--- config.mk ---
export PLATFORM = sky130hd
export DESIGN_NAME = wb_regfile
export DESIGN_NICKNAME = d
export VERILOG_FILES = /design/src/rtl/wb_regfile_pkg.sv /design/src/rtl/wb_scoreboard.sv /design/src/rtl/wb_regfile.sv
export SDC_FILE = /design/constraint.sdc
export NUM_CORES = 1
export LEC_CHECK = 0
export BUFFER_PORTS_ARGS = -buffer_cell sky130_fd_sc_hd__buf_2
export CORE_MARGIN = 1.5
export CORE_UTILIZATION = 50
export DETAILED_ROUTE_END_ITERATION = 7
export PLACE_DENSITY = 0.69
export SKIP_CTS_REPAIR_TIMING = 1
export SLEW_MARGIN = 20
export SYNTH_ARGS = -nofsm -noshare
export SYNTH_HDL_FRONTEND = slang
export SYNTH_HIERARCHICAL = 1
export SYNTH_SLANG_ARGS = --single-unit
--- constraint.sdc ---
create_clock -name Clk -period 5.8 [get_ports Clk]
set_input_delay 1.16 -clock Clk [delete_from_list [all_inputs] [get_ports Clk]]
set_output_delay 1.16 -clock Clk [all_outputs]
set_load 0.005 [all_outputs]
--- src/rtl/wb_regfile_pkg.sv ---
// Shared constants and write-back bundle layout for the 8-bit pipeline write-back stage.
// The same field positions are used by the memory/IO producer and by wb_regfile.
package wb_regfile_pkg;

    localparam int DATA_W       = 8;
    localparam int ADDR_W       = 3;
    localparam int NREGS        = 2 ** ADDR_W;
    localparam int MAX_INFLIGHT = 3;
    localparam int CNT_W        = 2;
    localparam int WB_W         = DATA_W + ADDR_W + 1;

    localparam int REG_W        = DATA_W;
    localparam int REG_ADDR_W   = ADDR_W;
    localparam int WB_DATA_HI   = 11;
    localparam int WB_DATA_LO   = 4;
    localparam int WB_ADDR_HI   = 3;
    localparam int WB_ADDR_LO   = 1;
    localparam int WB_WE        = 0;

    typedef struct packed {
        logic [DATA_W-1:0] data;
        logic [ADDR_W-1:0] addr;
        logic              we;
    } wb_bundle_t;

    function automatic wb_bundle_t wb_unpack(input logic [WB_W-1:0] bundle);
        wb_bundle_t b;
        b.data = bundle[WB_DATA_HI:WB_DATA_LO];
        b.addr = bundle[WB_ADDR_HI:WB_ADDR_LO];
        b.we   = bundle[WB_WE];
        return b;
    endfunction

endpackage

--- src/rtl/wb_scoreboard.sv ---
// Per-register in-flight write counters, decode hazard detection and sticky
// over/underflow error flag for the write-back register file.
module wb_scoreboard
    import wb_regfile_pkg::*;
(
    input  logic              clk,
    input  logic              rst_n,
    input  logic              issue_valid,
    input  logic [ADDR_W-1:0] issue_rd,
    input  logic              dec_valid,
    input  logic [ADDR_W-1:0] dec_addr,
    input  logic [ADDR_W-1:0] rd_addr_a,
    input  logic [ADDR_W-1:0] rd_addr_b,
    input  logic              use_a,
    input  logic              use_b,
    input  logic              byp_hit_a,
    input  logic              byp_hit_b,
    output logic              hz_a,
    output logic              hz_b,
    output logic              err
);

    logic [CNT_W-1:0] pend_q [NREGS];
    logic [CNT_W-1:0] pend_d [NREGS];
    logic             err_q;
    logic             err_d;
    logic             inc_s;
    logic             inc_r_s;
    logic             dec_r_s;

    // Hazard: a bypass hit covers exactly one outstanding write.
    always_comb begin
        hz_a  = use_a & (pend_q[rd_addr_a] > {{(CNT_W-1){1'b0}}, byp_hit_a});
        hz_b  = use_b & (pend_q[rd_addr_b] > {{(CNT_W-1){1'b0}}, byp_hit_b});
        inc_s = issue_valid & ~(hz_a | hz_b);
    end

    // Counter next-state with saturation and error capture
    always_comb begin
        err_d   = err_q;
        inc_r_s = 1'b0;
        dec_r_s = 1'b0;
        for (int r = 0; r < NREGS; r++) begin
            pend_d[r] = pend_q[r];
            inc_r_s   = inc_s & (issue_rd == ADDR_W'(r));
            dec_r_s   = dec_valid & (dec_addr == ADDR_W'(r));
            if (inc_r_s && !dec_r_s) begin
                if (pend_q[r] == CNT_W'(MAX_INFLIGHT)) begin
                    err_d = 1'b1;
                end else begin
                    pend_d[r] = pend_q[r] + CNT_W'(1);
                end
            end else if (dec_r_s && !inc_r_s) begin
                if (pend_q[r] == CNT_W'(0)) begin
                    err_d = 1'b1;
                end else begin
                    pend_d[r] = pend_q[r] - CNT_W'(1);
                end
            end else begin
                pend_d[r] = pend_q[r];
            end
        end
    end

    // Counter and error state
    always_ff @(posedge clk or negedge rst_n) begin
        if (!rst_n) begin
            for (int r = 0; r < NREGS; r++) begin
                pend_q[r] <= '0;
            end
            err_q <= 1'b0;
        end else begin
            for (int r = 0; r < NREGS; r++) begin
                pend_q[r] <= pend_d[r];
            end
            err_q <= err_d;
        end
    end

    assign err = err_q;

endmodule

--- src/rtl/wb_regfile.sv ---
// Write-back register file: 8 x 8-bit array, two read ports and decode stall.
// Define WB_BYPASS_EN to forward same-cycle commit data and relax the hazard by one write.
module wb_regfile
    import wb_regfile_pkg::*;
(
    input  logic              Clk,
    input  logic              Rst_n,
    input  logic [WB_W-1:0]   Wb_bundle,
    input  logic [ADDR_W-1:0] Rd_addr_a,
    input  logic [ADDR_W-1:0] Rd_addr_b,
    input  logic              Use_a,
    input  logic              Use_b,
    output logic [DATA_W-1:0] Rd_data_a,
    output logic [DATA_W-1:0] Rd_data_b,
    input  logic              Issue_valid,
    input  logic [ADDR_W-1:0] Issue_rd,
    output logic              Stall,
    output logic              Err
);

    wb_bundle_t        wb_s;
    logic [DATA_W-1:0] reg_q [NREGS];
    logic [DATA_W-1:0] reg_d [NREGS];
    logic              byp_hit_a_s;
    logic              byp_hit_b_s;
    logic              hz_a_s;
    logic              hz_b_s;

    assign wb_s = wb_unpack(Wb_bundle);

`ifdef WB_BYPASS_EN
    assign byp_hit_a_s = wb_s.we & (wb_s.addr == Rd_addr_a);
    assign byp_hit_b_s = wb_s.we & (wb_s.addr == Rd_addr_b);
`else
    assign byp_hit_a_s = 1'b0;
    assign byp_hit_b_s = 1'b0;
`endif

    // Commit next-state
    always_comb begin
        reg_d = reg_q;
        if (wb_s.we) begin
            reg_d[wb_s.addr] = wb_s.data;
        end else begin
            reg_d = reg_q;
        end
    end

    // Register array
    always_ff @(posedge Clk or negedge Rst_n) begin
        if (!Rst_n) begin
            for (int r = 0; r < NREGS; r++) begin
                reg_q[r] <= '0;
            end
        end else begin
            reg_q <= reg_d;
        end
    end

    // Read muxing; outputs forced to zero while reset is held so a stray bundle cannot leak through.
    always_comb begin
        if (!Rst_n) begin
            Rd_data_a = '0;
            Rd_data_b = '0;
        end else begin
            Rd_data_a = byp_hit_a_s ? wb_s.data : reg_q[Rd_addr_a];
            Rd_data_b = byp_hit_b_s ? wb_s.data : reg_q[Rd_addr_b];
        end
    end

    wb_scoreboard u_scoreboard (
        .clk         (Clk),
        .rst_n       (Rst_n),
        .issue_valid (Issue_valid),
        .issue_rd    (Issue_rd),
        .dec_valid   (wb_s.we),
        .dec_addr    (wb_s.addr),
        .rd_addr_a   (Rd_addr_a),
        .rd_addr_b   (Rd_addr_b),
        .use_a       (Use_a),
        .use_b       (Use_b),
        .byp_hit_a   (byp_hit_a_s),
        .byp_hit_b   (byp_hit_b_s),
        .hz_a        (hz_a_s),
        .hz_b        (hz_b_s),
        .err         (Err)
    );

    assign Stall = hz_a_s | hz_b_s;

endmodule

==> metrics.txt <==
HPWL Detailed 7930 um; Reg clk slew, reported paths 0.08 ns; worst path bufs/invs 3; Power Density 277 nW/um^2; Worst Hold Class register to register; Synth Register Bits 81; CTS tree yes; final setup fails 0; Psw 0.492 mW; GR Util met1 29.5%; Worst-Margin Slew 0.992 ns; proportion of layout cells with a drive suffix above 1 30.8%; setup TNS 0 ns; Syn Area/Cell 12.6 sq um; cell accounting for the most synthesized area dfrtp_1; switching share of power 30.8%; IO Pins 44; Die H 106 um; total congestion overflow 0; CP max stage delay 0.55 ns; EDFF count, synth 0; Mapped Cells 423; status complete, no violations; kind of critical path primary input to primary output; dpl cells 583; Crit path arrival time 3.70 ns; DRT iter0 DRCs 198; Synth cell types 48; ant diodes 0; synthesized area 5350 sq um; CP Launch Type primary input; clock power share 21.5%; Worst Skew 0.00854 ns; wire per inst 19.5 um; Leak 2.59 nW; met3 GRT Util 5.82%; crit path max-delay cell type mux4_2; vias in the first global route 3,538; CTS Buf Count 9; port buffer count 43; Yosys top cell area share 37.9%; Area growth, synth to finish 7.91%; GRT Util Overall 22.1%; 1st-pass router iterations 5; Final Hold Vio Count 0; core area 10,400 sq um; Sequential Power Share 50.4%; met2 Resource Use GR 36.0%; peak supply drop 0.000108 V; post-DR vias/cell 6.02; P_int 1.11 mW; fin nets 502; antenna viol nets, final 0; top cells by area, synth dfrtp_1 (38%), mux4_1 (14%), mux2_2 (13%); Comb pwr share 28.1%; fin crit period 4.86 ns; Main synth FF type dfrtp_1; Clock Tree Root clkbuf_8; initial antenna violation count 0; commonest cells in the netlist dfrtp_1 (81), mux2_2 (64), mux2i_1 (30); type of destination of the critical path primary output; global routing's busiest layer met2; Crit path max-delay family buffers and inverters; Worst Path Max Fanout 14; post-route insts no fill 597; Slew Viols, Final 0; clk buf depth 2; sequential area share after synthesis 37.9%; worst path cell trace buf_2 -> mux4_2 -> mux2i_1 -> ha_1 -> or2_2 -> o221ai_1 -> o21ai_0 -> inv_1 -> or2_2 -> buf_2; Starting Density 51.5%; Post-Route WL 11,600 um; largest net degree at the start of global routing 82; H-tree levels 3; clock sink count 81; Final GP Congestion 0.840; drc violations 0; Max Cap Viol 0; Post-synth ARST share 100%; worst skew pair latency 0.35 ns; number of fill cells 892; RSZ-0062 raised after global routing no; first-pass GRT wire length 18,700 um; relative slew slack 33.5%; Via Count 3,593; die area 11,300 sq um; Req. time, crit path 4.64 ns; Final Cycle Share 83.8%; most frequent cell after synthesis dfrtp_1; die width 106 um; Warnings, synthesis 6; maximum clock rate 206 MHz; standard-cell rows 37
through the flow:
| step | total power, mW | area (sq um) | worst slack [ns] | hold WS (ns) | utilization, % |
|---|---|---|---|---|---|
| floorplan | 1.13 | 5350 | 1.68 | 0.485 | - |
| global placement | 1.24 | 5610 | 1.02 | 0.494 | 54.1 |
| detailed placement | 1.27 | 5610 | 0.930 | 0.504 | 54.1 |
| CTS | 1.61 | 5760 | 0.942 | 0.523 | 55.6 |
| global route | 1.71 | 5770 | 0.732 | 0.545 | 55.6 |
| finish | 1.60 | 5770 | 0.939 | 0.519 | 55.6 |
final timing paths:
kind                       slack (ns)  depth (start not counted)                                 end                                from
setup / recovery                 0.94                         10                               Stall                        Rd_addr_a[0]
hold / removal                   0.52                          1               reg_q[33]$_DFFE_PN0P_               reg_q[33]$_DFFE_PN0P_
setup reg to reg                 2.01                         13          u_scoreboard/err$_DFF_PN0_  u_scoreboard/pend_q[8]$_DFFE_PN0P_
hold reg to reg                  0.52                          1               reg_q[33]$_DFFE_PN0P_               reg_q[33]$_DFFE_PN0P_
max in group asynchronous        4.32                          2               reg_q[45]$_DFFE_PN0P_                               Rst_n
min in group asynchronous        0.94                          2  u_scoreboard/pend_q[9]$_DFFE_PN0P_                               Rst_n
placed cells by master (no fill, tap or decap), types with 4 or more instances in the layout:
master	Yosys	final
nor2b_1	14	14
nand3_1	9	9
nor4b_1	8	8
a31oi_1	4	4
buf_2	8	42
ha_1	18	18
mux2_2	64	64
dfrtp_1	81	81
inv_1	12	12
clkbuf_8	0	9
nor2_1	24	24
or3_1	4	4
o21ai_0	21	21
mux4_1	29	29
nor3_1	5	5
nand4b_1	4	4
nand2_1	27	27
mux4_2	8	8
mux2i_1	30	30
worst reg2reg max path: cells and delay by family, from the launching register on:
family	cells	cell delay [ns]
mux	2	0.65
simple gates	4	1.12
flops	1	0.49
fa+ha+maj	2	0.34
compound gates	4	0.77
buf+inv	1	0.29
logic make-up after synthesis:
group	share of synthesized area, %
multiplexers	36.7
AND/OR/NAND/NOR	12.9
flip-flops	37.9
AO/OA/AOI/OAI	4.49
buffers and inverters	3.49
adder cells (fa/ha/maj)	4.40
other	0.0702
per-layer routing:
metal / wire length [um] / share of wire (%)
met1: 5440 / 47
met5: 0 / 0
met3: 442 / 3.8
met4: 131 / 1.1
met2: 5620 / 48
registers in the layout, summed over array words and instances (netlist names):
register             cells
u_scoreboard/pend_q     16
reg_q                   64
u_scoreboard/err         1
cell type report:
type | count | area (sq um) | share of cell area (%)
multi-input combinational | 308 | 3140 | 54.4
sequential | 81 | 2030 | 35.1
timing repair buffer | 45 | 236 | 4.10
tap | 136 | 170 | 2.95
clock buffer | 10 | 128 | 2.21
inverter | 13 | 48.8 | 0.846
clock inverter | 4 | 22.5 | 0.390
power groups by stage:
stage / logic [mW] / registers, mW / clock network [mW]
after global placement: 0.435 / 0.805 / 0
after CTS: 0.452 / 0.802 / 0.357
final: 0.450 / 0.805 / 0.343
after global routing: 0.493 / 0.824 / 0.388
after detailed placement: 0.452 / 0.814 / 0
after floorplan: 0.360 / 0.769 / 0
Note: power is estimated with default switching activity, not from simulation.
